===== src/rtl/reg_port_arbiter.sv =====
// Two-port arbiter in front of the shared register-bank access port.
// Port 0 is the AXI-lite host CSR path and port 1 is the AES status/debug engine.
// The arbiter grants the ports in round-robin order and issues one strobe per grant.
// Read data comes back a fixed number of cycles after the strobe and is returned
// with a one-cycle ack to the port that made the request.
//
// state   | meaning
// --------+------------------------------------------------------------
// S_IDLE  | no access in flight; arbitrate between the pending requests
// S_ISSUE | drive reg_write or reg_read for one cycle with latched addr/data
// S_WAIT  | count down the read latency; capture reg_rdata when count is 1
// S_ACK   | pulse the granted port's ack, with read data for reads
module reg_port_arbiter #(
   parameter int C_ADDR_WIDTH = 10,
   parameter int C_DATA_WIDTH = 32,
   parameter int C_RD_LATENCY = 2
) (
   input  logic                    clk,
   input  logic                    reset,
   input  logic                    m0_req,
   input  logic                    m0_we,
   input  logic [C_ADDR_WIDTH-1:0] m0_addr,
   input  logic [C_DATA_WIDTH-1:0] m0_wdata,
   output logic                    m0_ack,
   output logic [C_DATA_WIDTH-1:0] m0_rdata,
   input  logic                    m1_req,
   input  logic                    m1_we,
   input  logic [C_ADDR_WIDTH-1:0] m1_addr,
   input  logic [C_DATA_WIDTH-1:0] m1_wdata,
   output logic                    m1_ack,
   output logic [C_DATA_WIDTH-1:0] m1_rdata,
   output logic [C_ADDR_WIDTH-1:0] reg_addr,
   output logic                    reg_write,
   output logic [C_DATA_WIDTH-1:0] reg_wdata,
   output logic                    reg_read,
   input  logic [C_DATA_WIDTH-1:0] reg_rdata,
   output logic                    busy
);

   typedef enum logic [1:0] {
      S_IDLE  = 2'd0,
      S_ISSUE = 2'd1,
      S_WAIT  = 2'd2,
      S_ACK   = 2'd3
   } state_t;

   // Three bits are enough for the supported latency range of 1..7.
   localparam logic [2:0] LAT_INIT = 3'(C_RD_LATENCY);

   state_t                  state_q, state_d;
   logic                    last_grant_q, last_grant_d;
   logic                    grant_q, grant_d;
   logic                    we_q, we_d;
   logic [C_ADDR_WIDTH-1:0] addr_q, addr_d;
   logic [C_DATA_WIDTH-1:0] wdata_q, wdata_d;
   logic [2:0]              cnt_q, cnt_d;
   logic [C_DATA_WIDTH-1:0] rdata_q, rdata_d;
   logic                    busy_q, busy_d;

   // State and datapath registers. The reset value of last_grant makes port 0 win the first tie.
   always_ff @(posedge clk) begin
      if (reset) begin
         state_q      <= S_IDLE;
         last_grant_q <= 1'b1;
         grant_q      <= 1'b0;
         we_q         <= 1'b0;
         addr_q       <= '0;
         wdata_q      <= '0;
         cnt_q        <= '0;
         rdata_q      <= '0;
         busy_q       <= 1'b0;
      end else begin
         state_q      <= state_d;
         last_grant_q <= last_grant_d;
         grant_q      <= grant_d;
         we_q         <= we_d;
         addr_q       <= addr_d;
         wdata_q      <= wdata_d;
         cnt_q        <= cnt_d;
         rdata_q      <= rdata_d;
         busy_q       <= busy_d;
      end
   end

   // Next-state logic: arbitrate in IDLE, issue the access, time the read, then acknowledge.
   always_comb begin
      logic gsel;
      gsel         = 1'b0;
      state_d      = state_q;
      last_grant_d = last_grant_q;
      grant_d      = grant_q;
      we_d         = we_q;
      addr_d       = addr_q;
      wdata_d      = wdata_q;
      cnt_d        = cnt_q;
      rdata_d      = rdata_q;
      case (state_q)
         S_IDLE: begin
            if (m0_req || m1_req) begin
               if (m0_req && m1_req) gsel = ~last_grant_q;
               else                  gsel = m1_req;
               grant_d      = gsel;
               last_grant_d = gsel;
               we_d         = gsel ? m1_we    : m0_we;
               addr_d       = gsel ? m1_addr  : m0_addr;
               wdata_d      = gsel ? m1_wdata : m0_wdata;
               state_d      = S_ISSUE;
            end
         end
         S_ISSUE: begin
            if (we_q) begin
               state_d = S_ACK;
            end else begin
               cnt_d   = LAT_INIT;
               state_d = S_WAIT;
            end
         end
         S_WAIT: begin
            cnt_d = cnt_q - 3'd1;
            if (cnt_q == 3'd1) begin
               rdata_d = reg_rdata;
               state_d = S_ACK;
            end
         end
         S_ACK: begin
            state_d = S_IDLE;
         end
         default: begin
            state_d = S_IDLE;
         end
      endcase
      busy_d = (state_d != S_IDLE);
   end

   // Output decode from the registered state. The latched address and data are held between strobes.
   always_comb begin
      reg_addr  = addr_q;
      reg_wdata = wdata_q;
      reg_write = (state_q == S_ISSUE) &&  we_q;
      reg_read  = (state_q == S_ISSUE) && !we_q;
      m0_ack    = (state_q == S_ACK) && !grant_q;
      m1_ack    = (state_q == S_ACK) &&  grant_q;
      m0_rdata  = (m0_ack && !we_q) ? rdata_q : '0;
      m1_rdata  = (m1_ack && !we_q) ? rdata_q : '0;
      busy      = busy_q;
   end

endmodule

===== config.mk =====
export PLATFORM = sky130hd
export DESIGN_NAME = reg_port_arbiter
export DESIGN_NICKNAME = d
export VERILOG_FILES = /design/src/rtl/reg_port_arbiter.sv
export SDC_FILE = /design/constraint.sdc
export NUM_CORES = 1
export LEC_CHECK = 0
export CORE_ASPECT_RATIO = 1.2
export CORE_UTILIZATION = 35
export DETAILED_ROUTE_END_ITERATION = 12
export GPL_ROUTABILITY_DRIVEN = 1
export PLACE_DENSITY = 0.75
export SLEW_MARGIN = 10
export SYNTH_ARGS = -nofsm -noshare
export SYNTH_HDL_FRONTEND = slang
export SYNTH_SLANG_ARGS = --single-unit

===== constraint.sdc =====
create_clock -name clk -period 1.55 [get_ports clk]
set_input_delay 0.31 -clock clk [delete_from_list [all_inputs] [get_ports clk]]
set_output_delay 0.31 -clock clk [all_outputs]
set_load 0.02 [all_outputs]

-- Yosys cells after proc, flatten, opt, wreduce, memory -nomap -nowiden
Cells that the tools add are included.
- equality and inequality tests: 5
- add/sub/neg operators: 1
- muxes and demuxes: 14
- reductions and logical operators: 16
- bitwise gates (word level): 1
- operators with widths (cell ; count):
    two-way mux 32 bit ; 3
    two-way mux 10 bit ; 1
    case mux 2 bit (4 select lines) ; 1
    logical AND 1 bit ; 7
    case mux 3 bit (2 select lines) ; 1
    AND reduction 2 bit ; 3
    two-way mux 1 bit ; 5
    == test 2 bit, second input constant ; 2
    two-way mux 2 bit ; 2
    nonzero test 2 bit ; 2
    == test 3 x 1 -> 1 bit, second input constant ; 1
    two-way mux 3 bit ; 1
    subtractor 3 x 1 -> 3 bit, second input constant ; 1
    == test 2 x 1 -> 1 bit, second input constant ; 1
    logical NOT 1 bit ; 2
    logical NOT 2 bit ; 1
    != test 2 bit, second input constant ; 1
    logical OR 1 bit ; 1
    inverter 1 bit ; 1
- input bits: 122
- register bits: 83
- logic and storage cells: 46
- output and inout port bits: 111

-- Longest topological paths before layout
Gate-level depths: netlist (run 1).
- depth after elaboration: 5
- depth in mapped cells: 7
- gate-level depth less buffers: 6

-- Worst setup path before layout (run 1)
Ideal clock, no wire load.
- path type: flip-flop to output port
- start: register state_q[0]
- end: output port m0_rdata[10]
- data arrival time: 1345 ps
- slack: -105 ps
- stages on the path, launching flop included: 5
- path buffers: 1
- data required time: 1240 ps
- cells stage by stage: dfxtp_1 ha_1 nor3b_1 clkbuf_1 and2_1
- cells in the longest elaborated chain, start to end: 4
- ends and longest elaborated chain (element ; line ; text):
    start, declared ; 50 ; state_t state_q, state_d;
    start signal, assigned ; 73 ; state_q <= state_d;
    == test 2 bit ; 141 ; m0_ack = (state_q == S_ACK) && !grant_q;
    logical AND 1 bit ; 141 ;
    logical AND 1 bit ; 143 ; m0_rdata = (m0_ack && !we_q) ? rdata_q : '0;
    two-way mux 32 bit ; 143 ;
    end, declared ; 25 ; output logic [C_DATA_WIDTH-1:0] m0_rdata,
No other way between the ends.

-- Worst setup path after layout (run 1)
- start: register state_q[1]
- end: output port m0_rdata[21]
The elaborated chain is that of the path after synthesis.

==> results of run 1 <==
Yosys cell counts, drive strengths merged:
cell,count
a22oi,1
and2,66
nor4b,1
nor3b,1
and3b,2
a211oi,44
inv,6
a21bo,1
a21boi,1
o21a,1
nand2,108
buf,24
ha,7
a31oi,2
clkbuf,17
or2,1
nor2b,5
a21oi,80
nor2,47
nand2b,2
dfxtp,83
nand3b,1
nand3,1
a311o,1
o21ai,5
what timing repair did:
action / in CTS / in global routing
pin swaps: 47 / 91
hold buffers: 0 / 0
cloned: 16 / 2
setup buffers: 20 / 12
gates resized for setup: 579 / 207
endpoints found under the setup margin: 158 / 149
hold endpoints to repair: 0 / 0
cells in the final DEF, fill, tap and decap left out, types with 2 or more instances in the layout:
master,n
clkdlybuf4s50_1,118
buf_6,82
dfxtp_1,81
nand2_1,78
and2_4,52
a21oi_2,45
dlygate4sd2_1,44
a211oi_2,40
a21oi_4,29
buf_4,28
nand2_4,25
nor2_2,21
nor2_1,19
buf_12,16
and2_1,14
buf_16,12
clkbuf_16,11
nor2_4,7
a21oi_1,6
nand2_2,5
ha_4,5
nor2b_1,4
a211oi_1,4
inv_1,3
o21ai_0,3
and3b_2,2
a31oi_1,2
nand2b_1,2
ha_1,2
clkbuf_8,2
buf_8,2
dfxtp_4,2
sequential cells by signal, indices dropped and copies added (netlist names):
register and cells:
busy 1, cnt_q 3, grant_q 1, last_grant_q 1, rdata_q 32, reg_addr 10, reg_wdata 32, state_q 2
we_q 1
layer usage:
layer,part of all wire (%),vias to the layer above,routed length [um],track usage [%]
li1,-,2248,-,-
met1,37,2336,6457,28.68
met2,52,245,9019,49.27
met3,7.8,54,1354,7.336
met4,3.6,0,637,9.559
met5,0,-,0,0
layout make-up:
cell class | instances | area [sq um]
Clock inverter | 2 | 37.54
Clock buffer | 11 | 252.7
Tap cell | 154 | 192.7
Inverter | 6 | 30.03
Sequential cell | 83 | 1669
Multi-Input combinational cell | 378 | 3257
Fill cell | 646 | 2206
Timing Repair Buffer | 305 | 3443
critical path, cell delays in order (launching register included):
cell and delay [ns]:
dfxtp_4 0.36, ha_4 0.14, nor3b_4 0.22, buf_4 0.16
buf_12 0.13, and2_1 0.14, buf_4 0.14
final timing paths:
path / slack, ns / to / start
setup / recovery: -0.38 / m0_rdata[21] / state_q[1]
hold / removal: 0.38 / rdata_q[10] / reset
setup reg to reg: -0.17 / rdata_q[17] / state_q[0]
hold reg to reg: 0.48 / rdata_q[9] / rdata_q[9]
cells by family after synthesis:
group	after synthesis	share of synthesized area [%]
compound gates	136	24.17
fa+ha+maj	7	2.180
buf+inv	47	5.139
simple gates	235	27.16
flops	83	41.36
report_power, final:
part	internal [mW]	switching, mW	total (mW)
combinational	3.59	3.51	7.09
sequential	2.64	0.363	3.01
clock	1.31	0.838	2.15
==> flow_summary.json, run 1 <==
{
  "worst_ep_arrival_time_ns": 1.62,
  "start_util_pct": 36.23,
  "synth_largest_area_cell": "dfxtp_1",
  "dp_hpwl_um": 9905,
  "drt-wirelength-per-cell_um": 18.60,
  "wl_um": 17470,
  "final_cells": 939,
  "crit_path_end_kind": "primary output",
  "power_density_mw_per_mm2": 1379,
  "critPathKind": "flop to primary output",
  "synth_nets": 637,
  "yosysWarnings": 0,
  "fin_area_sq_mm": 0.008882,
  "final.setup.worst_slack_ns": -0.3848,
  "cts_max_level": 3,
  "cts_buffers": 9,
  "clkSlewWorstSetupHoldPaths_ns": 0.06,
  "die-area_sq_mm": 0.01191,
  "io_buffers": 232,
  "rsz0062_at_grt": "true",
  "cts_max_path_buffers": 2,
  "cts_tree": "built",
  "synth.avg_cell_area_sq_um": 7.909,
  "clock_latency_ns": 0.33,
  "synth.distinct_cells": 29,
  "grt_pass1_vias": 4864,
  "drc": 0,
  "cts_root_buf": "clkbuf_16",
  "final_nets": 912,
  "ioPinCount": 233,
  "hp-class": "input pin to flop",
  "tns_ns": -25.53,
  "netlist_instances": 508,
  "die_w_um": 99.81,
  "synthesis.area_sq_mm": 0.004018,
  "ys_ff_latch": 83,
  "setup_viol": 134,
  "dpl_worst_slack_ns": -0.5120,
  "holdWs_ns": 0.3774,
  "crit_path_max_fanout": 16,
  "vias_per_cell": 5.200,
  "outcome": "complete, but fails checks",
  "failed_checks": "setup timing",
  "firstDrtPassIters": 6,
  "finClkSkew_ns": 0.009350,
  "drt-initial-drc-count": 91,
  "power_mw": 12.25,
  "fin_crit_ns": 1.935,
  "fin_util_pct": 80.11,
  "period_share_pct": 124.8,
  "syn2layout_area_growth_pct": 121.1,
  "peakVddDrop_v": 0.0009608,
  "r2r_cells": 10,
  "gr-total-overflow": 0,
  "antenna_found_initial": 0,
  "num_vias": 4883,
  "place_inst": 885,
  "placed_cell_area_sq_mm": 0.006761,
  "placement_rows": 42,
  "gp_congestion": 0.7975,
  "cp-start-kind": "flop",
  "drive_gt1_share_pct": 50.96,
  "max_slew.worst_pin.slew_ns": 0.3622,
  "antenna_cells": 0,
  "hold_path_depth": 2,
  "numClockSinks": 83,
  "grt_max_degree": 33,
  "die_y_um": 119.4,
  "ys_seq_area_share_pct": 41.36,
  "core_area_sq_mm": 0.01109,
  "grt_pass1_wl_um": 24740,
  "postRouteAntennaNets": 0,
  "synth.top_cell.area_share_pct": 41.36,
  "slew_headroom_pct": 75.85,
  "gr-usage-all-layers_pct": 26.72,
  "hold_viol": 0,
  "p_leak_nw": 3.731,
  "fmax_ghz": 0.5168,
  "required_ns": 1.24,
  "maxCapViolCount": 0,
  "ys_top_cells_by_area": "dfxtp_1 41%, and2_1 10%, nand2_1 10%",
  "slew_viol_final": 0
}
Power figures use the tool's default switching activity.
==> run 2: changes to the inputs <==
--- a/config.mk
+++ b/config.mk
@@ -5,12 +5,14 @@
 export SDC_FILE = /design/constraint.sdc
 export NUM_CORES = 1
 export LEC_CHECK = 0
+export CAP_MARGIN = 10
 export CORE_ASPECT_RATIO = 1.2
 export CORE_UTILIZATION = 35
+export CTS_BUF_LIST = sky130_fd_sc_hd__clkbuf_4
 export DETAILED_ROUTE_END_ITERATION = 12
 export GPL_ROUTABILITY_DRIVEN = 1
 export PLACE_DENSITY = 0.75
-export SLEW_MARGIN = 10
+export SLEW_MARGIN = 20
 export SYNTH_ARGS = -nofsm -noshare
 export SYNTH_HDL_FRONTEND = slang
 export SYNTH_SLANG_ARGS = --single-unit
==> run 2 against run 1 <==
Compared with the run above:
- maximum frequency down 6.3%
- total power down 7.8%
- the run still ends with setup timing left
- critical endpoint is now m0_rdata[26]
- setup slack worse by 0.13 ns
- final cell count down 0.75%
==> flow_summary.json, run 2 (same netlist as run 1, synthesis figures left out) <==
{
  "placement_rows": 42,
  "dpl_worst_slack_ns": -0.5120,
  "fin_util_pct": 75.64,
  "ioPinCount": 233,
  "hold_viol": 0,
  "crit_path_top_delay_cell": "dfxtp_4",
  "placed_cell_area_sq_mm": 0.006761,
  "clock_latency_ns": 0.45,
  "layout_commonest_cell": "clkdlybuf4s50_1",
  "syn2layout_area_growth_pct": 108.8,
  "cp-start-kind": "flop",
  "worst_ep_arrival_time_ns": 1.75,
  "wl_um": 17300,
  "path_cells": "ha_4 -> nor3b_4 -> buf_4 -> buf_12 -> and2_1 -> buf_6",
  "regToRegSetupSlack_ns": -0.11,
  "gr-total-overflow": 0,
  "cts_max_path_buffers": 2,
  "r2r-start": "state_q[1]",
  "rr_endpoint": "reg_wdata[23]",
  "fin_area_sq_mm": 0.008387,
  "die_y_um": 119.4,
  "cp_top_family": "buffers and inverters",
  "dp_hpwl_um": 9905,
  "fmax_ghz": 0.4845,
  "r2r_cells": 10,
  "antenna_cells": 0,
  "final.setup.worst_slack_ns": -0.5139,
  "critPathMaxStageDelay_ns": 0.39,
  "grt_pass1_wl_um": 25200,
  "die-area_sq_mm": 0.01191,
  "fin_crit_ns": 2.064,
  "crit_path_end_kind": "primary output",
  "tns_ns": -31.38,
  "power_density_mw_per_mm2": 1347,
  "finClkSkew_ns": 0.02872,
  "peakVddDrop_v": 0.0008769,
  "power_switching_mw": 4.637,
  "place_inst": 885,
  "rsz0062_at_grt": "true",
  "hp-class": "input pin to flop",
  "clkSlewWorstSetupHoldPaths_ns": 0.12,
  "start_util_pct": 36.23,
  "maxCapViolCount": 0,
  "slew_viol_final": 0,
  "core_area_sq_mm": 0.01109,
  "grt_max_degree": 33,
  "share_clk_of_total_power_pct": 10.6,
  "period_share_pct": 133.2,
  "power_mw": 11.30,
  "die_w_um": 99.81,
  "numClockSinks": 83,
  "cellInternalPower_mw": 6.659,
  "final_cell_mix": "120 x clkdlybuf4s50_1, 93 x nand2_1, 80 x dfxtp_1, 67 x buf_6, 44 x a211oi_2",
  "p_sw_share_pct": 41.05,
  "required_ns": 1.24,
  "cts_buffers": 9,
  "critPathKind": "flop to primary output",
  "drive_gt1_share_pct": 45.24,
  "holdWs_ns": 0.2518,
  "grt_pass1_vias": 4927,
  "power.share.combinational_pct": 62.8,
  "final_nets": 905,
  "seqCellArea_sq_mm": 0.001668,
  "gp_congestion": 0.7975,
  "max_slew.worst_pin.slew_ns": 0.3581,
  "hold_path_startpoint": "reset",
  "slew_headroom_pct": 76.13,
  "vias_per_cell": 5.123,
  "num_vias": 4775,
  "drc": 0,
  "hold_path_depth": 2,
  "p_leak_nw": 3.367,
  "gr-usage-all-layers_pct": 27.25,
  "seqPwrFrac_pct": 26.6,
  "firstDrtPassIters": 4,
  "cts_root_buf": "clkbuf_4",
  "crit_path_max_fanout": 16,
  "multi_input_area_sq_mm": 0.003102,
  "hold_end": "rdata_q[3]",
  "outcome": "complete, but fails checks",
  "postRouteAntennaNets": 0,
  "final_cells": 932,
  "cts_max_level": 3,
  "path_buf_inv": 3,
  "failed_checks": "setup timing",
  "fillCellCount": 731,
  "cts_tree": "built",
  "io_buffers": 232,
  "drt-initial-drc-count": 129,
  "setup_viol": 101,
  "antenna_found_initial": 0,
  "drt-wirelength-per-cell_um": 18.56
}
[run 2: cell types whose count changed in the layout (fill, tap and decap cells not counted), sizes merged]
cell,change
clkinv,+2
clkdlybuf4s15,+6
dlymetal6s2s,-1
buf,-8
clkbuf,+4
dlygate4sd2,-12
clkdlybuf4s50,+2
[run 2: repair_timing]
action	CTS	global route
pin swaps	36	54
setup buffers	15	10
gates cloned	15	2
setup endpoints to repair	162	159
gates resized for setup	544	166
hold buffers	0	0
[run 2: final cells by class]
cell class                 instances  area share (%)
timing repair buffer             298           39.13
multi-input combinational        378           36.98
sequential                        83           19.89
tap                              154           2.297
clock buffer                       9          0.8056
clock inverter                     4          0.5371
inverter                           6          0.3580
[run 2: worst max-delay path by stage]
stage,startpoint,endpoint,depth (start not counted)
2_1_floorplan,state_q[0],m0_rdata[10],4
3_5_place_dp,state_q[0],m0_rdata[13],5
6_report,state_q[0],m0_rdata[26],6
4_1_cts,state_q[0],m0_rdata[3],6
5_1_grt,state_q[0],m0_rdata[26],6
3_3_place_gp,state_q[0],m0_rdata[27],5
[run 2: routing by layer]
| metal | up-vias | global-route usage (%) | share of wire, % |
|---|---|---|---|
| li1 | 2229 | - | - |
| met1 | 2261 | 28.44 | 37 |
| met4 | 0 | 10.48 | 2.9 |
| met2 | 243 | 49.83 | 52 |
| met5 | - | 0 | 0 |
| met3 | 42 | 8.862 | 7.9 |
[run 2: power by group through the flow]
| stage | sequential (mW) | combinational, mW | clock [mW] |
|---|---|---|---|
| after floorplan | 3.40 | 1.87 | 0 |
| after global placement | 2.92 | 4.22 | 0 |
| after global routing | 3.06 | 7.45 | 1.34 |
| after detailed placement | 2.95 | 4.35 | 0 |
| after CTS | 2.96 | 6.51 | 1.22 |
| final | 3.00 | 7.10 | 1.20 |
==> run 3: changes to the inputs <==
--- a/config.mk
+++ b/config.mk
@@ -7,6 +7,7 @@
 export LEC_CHECK = 0
 export CAP_MARGIN = 10
 export CORE_ASPECT_RATIO = 1.2
+export CORE_MARGIN = 2
 export CORE_UTILIZATION = 35
 export CTS_BUF_LIST = sky130_fd_sc_hd__clkbuf_4
 export DETAILED_ROUTE_END_ITERATION = 12
==> run 3 against run 2 <==
Compared with the run above:
- global-route usage fell by 4.4 points
- setup slack better by 0.032 ns
- non-clock buffer count down 8
- flip-flop and latch count did not move
- total power fell by 14%
- the run still ends with setup timing left
- register-to-register slack got worse by 0.11 ns
- sequential power is 2% lower
- critical endpoint is now m1_rdata[25]
- combinational power shrank 22%
- clock power about the same
- routed wire length shrank 5.7%
- hold slack better by 0.043 ns
- clock skew is 0.017 ns lower
==> flow_summary.json, run 3 (same netlist as run 1, synthesis figures left out) <==
{
  "maxCapViolCount": 0,
  "critPathKind": "flop to primary output",
  "drt-wirelength-per-cell_um": 17.58,
  "fin_crit_ns": 2.032,
  "dpl_worst_slack_ns": -0.4634,
  "grt_pass1_vias": 4567,
  "vias_per_cell": 5.127,
  "worst_ep_arrival_time_ns": 1.72,
  "required_ns": 1.24,
  "postRouteAntennaNets": 0,
  "cts_buffers": 9,
  "cts_max_level": 3,
  "dp_hpwl_um": 9965,
  "start_util_pct": 36.23,
  "clock_latency_ns": 0.44,
  "multi_input_area_sq_mm": 0.002730,
  "period_share_pct": 131.1,
  "grt_pass1_wl_um": 22260,
  "fillCellCount": 871,
  "fin_util_pct": 70.85,
  "failed_checks": "setup timing",
  "antenna_cells": 0,
  "fmax_ghz": 0.4921,
  "drt-initial-drc-count": 163,
  "hp-class": "input pin to flop",
  "firstDrtPassIters": 4,
  "power_density_mw_per_mm2": 1235,
  "rsz0062_at_grt": "true",
  "place_inst": 885,
  "outcome": "complete, but fails checks",
  "gr-total-overflow": 0,
  "core_area_sq_mm": 0.01109,
  "cts_max_path_buffers": 2,
  "cp-start-kind": "flop",
  "cts_root_buf": "clkbuf_4",
  "placement_rows": 42,
  "wl_um": 16320,
  "final_cells": 928,
  "die-area_sq_mm": 0.01236,
  "syn2layout_area_growth_pct": 95.55,
  "cts_tree": "built",
  "crit_path_end_kind": "primary output",
  "max_slew.worst_pin.slew_ns": 0.4922,
  "slew_headroom_pct": 67.19,
  "antenna_found_initial": 0,
  "die_w_um": 101.8,
  "slew_viol_final": 0,
  "drive_gt1_share_pct": 39.53,
  "crit_path_max_fanout": 16,
  "final.setup.worst_slack_ns": -0.4823,
  "io_buffers": 232,
  "numClockSinks": 83,
  "drc": 0,
  "gr-usage-all-layers_pct": 22.90,
  "num_vias": 4758,
  "layout_commonest_cell": "clkdlybuf4s50_1",
  "hold_viol": 0,
  "die_y_um": 121.4,
  "peakVddDrop_v": 0.0009087,
  "postCtsHoldBufs": 0,
  "clkSlewWorstSetupHoldPaths_ns": 0.13,
  "gp_congestion": 0.8538,
  "seqCellArea_sq_mm": 0.001667,
  "ioPinCount": 233,
  "p_leak_nw": 3.395,
  "final_cell_mix": "120 x clkdlybuf4s50_1, 81 x dfxtp_1, 79 x nand2_1, 71 x buf_6, 48 x a21oi_1",
  "finClkSkew_ns": 0.01151,
  "grt_max_degree": 36,
  "final_nets": 898,
  "setup_viol": 135
}
-- run 3: per-layer routing --
metal	up-vias	share of wire [%]	global-route usage, %
li1	2218	-	-
met1	2261	37	24.83
met2	250	52	40.38
met3	29	8.6	7.316
met4	0	2.4	9.544
met5	-	0	0
-- run 3: worst paths after layout --
check / from / to / slack (ns) / depth (start not counted)
worst min register to register: rdata_q[26] / rdata_q[26] / 0.48 / 2
worst max register to register: state_q[0] / rdata_q[7] / -0.22 / 10
worst max-delay path: state_q[0] / m1_rdata[25] / -0.48 / 5
worst min-delay path: reset / state_q[1] / 0.30 / 2
-- run 3: stage by stage --
step           instance area (sq um)  power, mW  hold slack [ns]  TNS [ns]
3_3_place_gp                    6736      7.116           0.4517    -31.08
5_1_grt                         7856      10.24           0.3093    -46.55
3_5_place_dp                    6736      7.247           0.4553    -35.38
6_report                        7856      9.701           0.2951    -36.83
4_1_cts                         7054      8.695           0.2468    -32.15
2_1_floorplan                   4023      5.268           0.4401         0
-- run 3: critical path: stages (launching register included) --
cell	delay [ns]
dfxtp_4	0.38
ha_4	0.16
and3b_2	0.27
buf_12	0.17
and2_1	0.15
buf_2	0.15
-- run 3: repair_timing --
item,in CTS,in global routing
resized for setup,431,193
gates cloned,7,11
buffers inserted,4,11
pin swaps,5,66
endpoints found under the setup margin,178,148
-- run 3: layout make-up --
class	instances	area share [%]
inverters	6	0.3822
flip-flops and latches	83	21.21
repair buffers	290	39.59
well taps	154	2.453
clock inverters	7	0.7485
multi-input cells	379	34.75
clock buffers	9	0.8600
-- run 3: power breakdown --
part | switching (mW) | total, mW | leakage (nW) | internal [mW]
registers | 0.310 | 2.94 | 0.682 | 2.63
logic | 2.86 | 5.53 | 2.64 | 2.67
clock network | 0.758 | 1.23 | 0.0682 | 0.471
total | 3.93 | 9.70 | 3.39 | 5.77
